File: src/rtl/gpio_switch_led_if.sv
// CPU-side bus of the GPIO switch/LED peripheral: single-cycle request, one-cycle ack.
interface gpio_switch_led_if;
    logic        bus_req;
    logic        bus_we;
    logic [7:0]  bus_addr;
    logic [31:0] bus_wdata;
    logic [31:0] bus_rdata;
    logic        bus_ack;

    modport master (
        output bus_req,
        output bus_we,
        output bus_addr,
        output bus_wdata,
        input  bus_rdata,
        input  bus_ack
    );

    modport slave (
        input  bus_req,
        input  bus_we,
        input  bus_addr,
        input  bus_wdata,
        output bus_rdata,
        output bus_ack
    );
endinterface

File: src/rtl/gpio_switch_led.sv
// GPIO peripheral: synchronised and debounced slide switches with sticky edge flags and a
// maskable level interrupt, plus a CPU-writable LED register.
// Map: 0x00 SW_STATE (RO), 0x04 LED (RW), 0x08 PENDING (W1C), 0x0C IRQ_EN (RW).
module gpio_switch_led #(
    parameter int unsigned NUM_SW          = 4,
    parameter int unsigned NUM_LED         = 4,
    parameter int unsigned DEBOUNCE_CYCLES = 100000
) (
    input  logic               clk,
    input  logic               reset,
    input  logic [NUM_SW-1:0]  switch_in,
    output logic [NUM_LED-1:0] led_out,
    output logic               irq,
    gpio_switch_led_if.slave   bus
);

    localparam int unsigned      CNT_W    = $clog2(DEBOUNCE_CYCLES + 1);
    localparam logic [CNT_W-1:0] CNT_LAST = CNT_W'(DEBOUNCE_CYCLES - 1);

    logic [NUM_SW-1:0]  meta_q;
    logic [NUM_SW-1:0]  sync_q;
    logic [NUM_SW-1:0]  stable_q;
    logic [NUM_SW-1:0]  pending_q;
    logic [NUM_SW-1:0]  pending_d;
    logic [NUM_SW-1:0]  irq_en_q;
    logic [NUM_SW-1:0]  irq_en_d;
    logic [NUM_SW-1:0]  accept;
    logic [NUM_SW-1:0]  clr_mask;
    logic [NUM_LED-1:0] led_q;
    logic [NUM_LED-1:0] led_d;
    logic [CNT_W-1:0]   cnt_q [NUM_SW];
    logic [CNT_W-1:0]   cnt_d [NUM_SW];

    logic        wr_en;
    logic        rd_en;
    logic [5:0]  reg_idx;
    logic [31:0] rd_val;
    logic        ack_q;
    logic [31:0] rdata_q;

    // Byte-lane bits and surplus write-data bits carry no meaning for this block.
    logic unused_bus;
    assign unused_bus = ^{bus.bus_addr[1:0], bus.bus_wdata};

    assign wr_en   = bus.bus_req & bus.bus_we;
    assign rd_en   = bus.bus_req & ~bus.bus_we;
    assign reg_idx = bus.bus_addr[7:2];

    // Two-flop synchroniser for the raw switch pins.
    always_ff @(posedge clk or negedge reset) begin
        if (!reset) begin
            meta_q <= '0;
            sync_q <= '0;
        end else begin
            meta_q <= switch_in;
            sync_q <= meta_q;
        end
    end

    // Per-bit debounce: count consecutive disagreeing cycles, accept on the last one.
    always_comb begin
        accept = '0;
        for (int i = 0; i < int'(NUM_SW); i++) begin
            cnt_d[i] = '0;
            if (sync_q[i] != stable_q[i]) begin
                if (cnt_q[i] == CNT_LAST) begin
                    accept[i] = 1'b1;
                end else begin
                    cnt_d[i] = cnt_q[i] + CNT_W'(1);
                end
            end
        end
    end

    // Debounced state and counters; an accepted bit simply toggles.
    always_ff @(posedge clk or negedge reset) begin
        if (!reset) begin
            stable_q <= '0;
            for (int i = 0; i < int'(NUM_SW); i++) begin
                cnt_q[i] <= '0;
            end
        end else begin
            stable_q <= stable_q ^ accept;
            for (int i = 0; i < int'(NUM_SW); i++) begin
                cnt_q[i] <= cnt_d[i];
            end
        end
    end

    // Register writes; a new edge overrides a simultaneous W1C of the same bit.
    always_comb begin
        led_d    = led_q;
        irq_en_d = irq_en_q;
        clr_mask = '0;
        if (wr_en) begin
            case (reg_idx)
                6'd1:    led_d    = bus.bus_wdata[NUM_LED-1:0];
                6'd2:    clr_mask = bus.bus_wdata[NUM_SW-1:0];
                6'd3:    irq_en_d = bus.bus_wdata[NUM_SW-1:0];
                default: ;
            endcase
        end
        pending_d = (pending_q & ~clr_mask) | accept;
    end

    // Software-visible registers.
    always_ff @(posedge clk or negedge reset) begin
        if (!reset) begin
            led_q     <= '0;
            irq_en_q  <= '0;
            pending_q <= '0;
        end else begin
            led_q     <= led_d;
            irq_en_q  <= irq_en_d;
            pending_q <= pending_d;
        end
    end

    // Read mux over pre-update register contents; unmapped addresses read 0.
    always_comb begin
        rd_val = '0;
        case (reg_idx)
            6'd0:    rd_val[NUM_SW-1:0]  = stable_q;
            6'd1:    rd_val[NUM_LED-1:0] = led_q;
            6'd2:    rd_val[NUM_SW-1:0]  = pending_q;
            6'd3:    rd_val[NUM_SW-1:0]  = irq_en_q;
            default: rd_val = '0;
        endcase
    end

    // Ack exactly one cycle after each request; rdata is zero outside read acks.
    always_ff @(posedge clk or negedge reset) begin
        if (!reset) begin
            ack_q   <= 1'b0;
            rdata_q <= '0;
        end else begin
            ack_q   <= bus.bus_req;
            rdata_q <= rd_en ? rd_val : 32'd0;
        end
    end

    assign bus.bus_ack   = ack_q;
    assign bus.bus_rdata = rdata_q;
    assign led_out       = led_q;
    assign irq           = |(pending_q & irq_en_q);

endmodule

File: src/flat_wrapper.sv
// flat-port wrapper written by rule: the top's interface ports become plain ports
module gpio_switch_led_flat 
#(
    parameter int unsigned NUM_SW          = 4,
    parameter int unsigned NUM_LED         = 4,
    parameter int unsigned DEBOUNCE_CYCLES = 100000
)
  (clk, reset, switch_in, led_out, irq, bus_bus_req, bus_bus_we, bus_bus_addr, bus_bus_wdata, bus_bus_rdata, bus_bus_ack);
  gpio_switch_led_if bus_i ();
  input  logic clk;
  input  logic reset;
  input  logic [NUM_SW-1:0] switch_in;
  output logic [NUM_LED-1:0] led_out;
  output logic irq;
  input wire logic [$bits(bus_i.bus_req)-1:0] bus_bus_req;
  input wire logic [$bits(bus_i.bus_we)-1:0] bus_bus_we;
  input wire logic [$bits(bus_i.bus_addr)-1:0] bus_bus_addr;
  input wire logic [$bits(bus_i.bus_wdata)-1:0] bus_bus_wdata;
  output wire logic [$bits(bus_i.bus_rdata)-1:0] bus_bus_rdata;
  output wire logic [$bits(bus_i.bus_ack)-1:0] bus_bus_ack;
  assign bus_i.bus_req = bus_bus_req;
  assign bus_i.bus_we = bus_bus_we;
  assign bus_i.bus_addr = bus_bus_addr;
  assign bus_i.bus_wdata = bus_bus_wdata;
  assign bus_bus_rdata = bus_i.bus_rdata;
  assign bus_bus_ack = bus_i.bus_ack;
  gpio_switch_led #(.NUM_SW(NUM_SW), .NUM_LED(NUM_LED), .DEBOUNCE_CYCLES(DEBOUNCE_CYCLES)) u_core (.clk(clk), .reset(reset), .switch_in(switch_in), .led_out(led_out), .irq(irq), .bus(bus_i));
endmodule
File: config.mk
export PLATFORM = sky130hd
export DESIGN_NAME = gpio_switch_led_flat
export DESIGN_NICKNAME = d
export VERILOG_FILES = /design/src/rtl/gpio_switch_led_if.sv /design/src/rtl/gpio_switch_led.sv /design/src/flat_wrapper.sv
export SDC_FILE = /design/constraint.sdc
export NUM_CORES = 1
export LEC_CHECK = 0
export ABC_AREA = 1
export BUFFER_PORTS_ARGS = -buffer_cell sky130_fd_sc_hd__clkbuf_2
export CORE_MARGIN = 5
export CORE_UTILIZATION = 57
export CTS_CLUSTER_DIAMETER = 100
export DETAILED_ROUTE_END_ITERATION = 8
export PLACE_DENSITY = 0.81
export SLEW_MARGIN = 20
export SYNTH_ARGS = -nofsm -noshare
export SYNTH_HDL_FRONTEND = slang
export SYNTH_SLANG_ARGS = --single-unit
File: constraint.sdc
create_clock -name clk -period 1.85 [get_ports clk]
set_clock_uncertainty 0.15 [all_clocks]
set_input_delay 0.185 -clock clk [delete_from_list [all_inputs] [get_ports clk]]
set_output_delay 0.185 -clock clk [all_outputs]
set_load 0.03 [all_outputs]
==> results by stage <==
Critical path:
- By startpoint and endpoint, the worst setup path is classified as register to register.
- Traced cell by cell, the critical path runs through ha_1 -> nand2_1 -> inv_2 -> nand2_1 -> nor2_1 -> nand2_1 -> nand2_2 -> nor2_1.
- STA puts the critical path data arrival time at 1770 ps.
- The highest-delay cell along the critical path is dfrtp_1.
- The sum of buffers and inverters on the critical path is 1.
- STA classifies the critical path startpoint as a register.
- The most numerous cell type found on the critical path is nand2_1.
- STA classifies the critical path endpoint as a register.
- The required arrival time at the worst endpoint is 1960 ps.
- The largest fanout of any net on the critical path is 9.
- On the worst path, the slowest cell contributes a delay of 390 ps.
- On the critical path the largest part of the delay comes from simple AND/OR/NAND/NOR gates.

Global route:
- The number of antenna violations at the first check in global routing was 0.
- The total routing usage reported by global routing is 0.1984.
- The first global-routing pass estimated 18.15 mm of wire.
- The most used routing layer is met2.
- The via count of the first global-routing pass was 4033.
- Entering global routing, the biggest net connects 41 pins.
- The total congestion overflow is 0.
- For this run, global-route usage on met3 was measured as 0.04340.
- The met1 track utilization from global routing is 0.2633.
- In the global route stage, met2 resource usage came out at 0.3201.

Min path:
- In this run the worst hold path is classified as input port to register.

Status:
- The flow ran to the end, and the final reports show no timing, DRC or antenna violations.

Final layout:
- The fill cell total of the finished layout is 748.
- In the final layout, the share of cells above drive strength 1 is 0.1081.
- After the last flow step, the layout net total stands at 787.
- Measured on the finished design, the core utilization comes to 0.6527.
- The signed area change from the synthesized netlist to the final layout is 10.38%.
- The count of inserted antenna diode cells is 0.

Floorplan:
- The floorplan step defined a die boundary enclosing 11150 um2.
- The effective utilization at floorplan is 0.5914.
- The region available for standard cell placement spans 8806 um2.
- The top-level I/O count is 86.
- The die is 105.6 um tall.
- The chip width is 105.6 um.
- Row generation in the floorplan step produced 34 rows.

Detailed routing:
- The count of nets left with antenna violations once routing finished came out at 0.
- The wire length after detailed routing is 10.44 mm.
- The number of violations reported at the end of detailed-routing iteration 0 is 197.
- The final route contains 4357 vias.
- The number of search-and-repair iterations in the first detailed-routing pass is 5.
- The detail-routed via count per cell is 5.138.
- The number of remaining DRC errors is 0.
- The per-cell routed wire length is 12.31 um.

STA:
- Setup repair after global routing left no endpoint under its margin.
- The final max-slew violation count is 0.
- In the finished design, the share of the clock period the worst path needs comes to 0.8931.
- The setup total negative slack is 0 ps.
- Subtracting the final worst setup slack from the clock period gives 1652 ps.
- The worst-case setup margin in the final layout is 197.8 ps.
- The count of final setup violators is 0.
- Derived from the worst setup path, the maximum achievable clock frequency is 605.2 MHz.
- The hold violation total from the final report came to 0.

Synthesis:
- In this run the mean area of a mapped cell was 7.602 um2.
- The count of mapped cells out of synthesis is 685.
- In this run, synthesis inferred 0 flip-flops with an integrated enable.
- Summed over all instances, the cell type with the most area after synthesis is dfrtp_1.
- By area the synthesized netlist is led by dfrtp_1, nand2_1, nor2_1, inv_1, buf_4.
- For this run, the register share of the synthesized area comes to 0.4661.
- The leading register cell type out of synthesis is dfrtp_1.
- The synthesized netlist occupies a cell area of 5207 um2.
- The flop and latch count out of synthesis is 97.
- For this run, the number of Yosys warnings is 0.
- The area share of the largest cell type after synthesis is 0.4661.
- Synthesis instantiated 26 different standard cells from the library.
- The async set-reset flop share out of synthesis is 1.000.

Power and ir drop:
- After layout, the design draws a total of 4.094 mW.
- The cell area power density is 712.2 nW/um2.
- The maximum VDD drop is 0.0005071 V.
- The leakage dissipation is 2.597 nW.

Placement:
- The count of buffers inserted at the top-level ports is 27.
- At the end of routability-driven placement, the weighted congestion stood at 0.8600.
- OpenSTA, run right after detailed placement, puts the worst setup slack at 213.8 ps.
- The HPWL after detailed placement is 7.789 mm.

CTS:
- In this run the post-CTS setup repair buffer count came out at 0.
- The H-tree level count is 3.
- CTS placed an instance of clkbuf_8 at the clock tree root.
- The clock slew seen by the registers of the worst setup and hold paths is 90 ps.
- The number of buffers created by CTS is 9.
- The CTS tree is done.
- The clock tree buffer depth is 2.
- The clock insertion delay at the later pin of the skew report is 370 ps.
- The sink count of the clock tree is 97.

Run:
- The count of maximum capacitance violations is 0.
-- cell families (layout without fill, tap and decap cells) --
logic type	Yosys count	after routing	share of synthesized area
simple gates	422	422	0.3527
buf+inv	98	126	0.09178
flops	97	97	0.4661
compound gates	42	42	0.04229
xor+xnor	21	21	0.03676
fa+ha+maj	4	4	0.009611
other cells	1	28	0.0007201
-- registers in the layout (all words and copies together), names as in the netlist, named ones only --
| name | count |
|---|---|
| u_core.bus.bus_rdata | 4 |
| u_core.cnt_q | 68 |
| u_core.irq_en_q | 4 |
| u_core.pending_q | 4 |
| u_core.sync_q | 4 |
| u_core.meta_q | 4 |
| u_core.bus.bus_ack | 1 |
| u_core.led_out | 4 |
-- where the power goes --
part	internal, mW	switching, mW	total (mW)
Clock	0.812	0.713	1.52
Combinational	0.0927	0.262	0.355
Sequential	2.17	0.0441	2.21
Total	3.07	1.02	4.09
-- metrics by stage --
stage / std cells / hold WS, ps / area [um2]
6_report: 848 / 84.45 / 5748
5_1_grt: 848 / 115.1 / 5748
4_1_cts: 848 / 80.55 / 5748
3_5_place_dp: 821 / 6.303 / 5411
3_3_place_gp: 821 / 3.315 / 5411
2_1_floorplan: 712 / -260.6 / 5309
-- area by class of cell --
type / instances / area (um2) / share of cell area
sequential: 97 / 2427 / 0.4223
inverter: 70 / 267.8 / 0.04658
clock buffer: 15 / 196.4 / 0.03417
multi-input combinational: 517 / 2404 / 0.4182
clock inverter: 1 / 30.03 / 0.005224
timing repair buffer: 40 / 287.8 / 0.05007
tap: 108 / 135.1 / 0.02351
-- metal layers --
metal | wire length [um] | vias up
li1 | - | 2205
met1 | 4741 | 2029
met2 | 4924 | 107
met3 | 613 | 16
met4 | 163 | 0
met5 | 0 | -
-- path summary, 6_finish.rpt --
path                                       start           endpoint  slack (ps)  depth (start not counted)
worst max-delay path             u_core.cnt_q[0]    u_core.cnt_q[7]         200                          8
worst min-delay path             bus_bus_addr[3]  u_core.led_out[3]          80                          4
worst max register to register   u_core.cnt_q[0]    u_core.cnt_q[7]         200                          8
worst min register to register  u_core.meta_q[2]   u_core.sync_q[2]         200                          0
max in group asynchronous                  reset   u_core.cnt_q[52]         860                          3
min in group asynchronous                  reset   u_core.cnt_q[15]         130                          2
-- synthesized netlist by cell type, types with 4 or more instances --
| library cell | count |
|---|---|
| ha_1 | 4 |
| dfrtp_1 | 97 |
| o21ai_1 | 22 |
| inv_1 | 65 |
| buf_4 | 28 |
| nand2_2 | 7 |
| nand2_1 | 175 |
| nor2_1 | 145 |
| o21ai_0 | 7 |
| nand2_4 | 4 |
| inv_2 | 4 |
| nand4_1 | 25 |
| nand3_1 | 38 |
| xnor2_1 | 4 |
| nor2_2 | 15 |
| a21oi_1 | 9 |
| xor2_1 | 16 |
| o21bai_1 | 4 |
| nor3_1 | 5 |
-- worst register-to-register path: stages (launching register included) --
cell	delay, ps
dfrtp_1	390
ha_1	200
nand2_1	90
inv_2	60
nand2_1	80
nor2_1	160
nand2_1	150
nand2_2	200
nor2_1	80
-- repair_timing --
action                    in CTS  in global routing
gates resized for setup        0                  0
hold endpoints to repair     117                  0
hold buffers                  11                  0
-- cells in the final DEF (no fill, tap or decap) --
| master | count |
|---|---|
| nand2_1 | 175 |
| nor2_1 | 145 |
| dfrtp_1 | 97 |
| inv_1 | 65 |
| nand3_1 | 38 |
| conb_1 | 28 |
| clkbuf_2 | 26 |
| nand4_1 | 25 |
| o21ai_1 | 22 |
| xor2_1 | 16 |
| nor2_2 | 15 |
| clkbuf_8 | 14 |
| dlygate4sd3_1 | 11 |
| a21oi_1 | 9 |
| nand2_2 | 7 |
| o21ai_0 | 7 |
| nor3_1 | 5 |
| nand2_4 | 4 |
| inv_2 | 4 |
| xnor2_1 | 4 |
| o21bai_1 | 4 |
| ha_1 | 4 |
| nor2_4 | 3 |
| nor3b_1 | 3 |
| buf_12 | 2 |
| xor2_2 | 1 |
| inv_6 | 1 |
| nand3b_1 | 1 |
| nand3_4 | 1 |
| clkbuf_1 | 1 |
| bufinv_16 | 1 |
| buf_4 | 1 |
(Power assumes the default switching activity.)
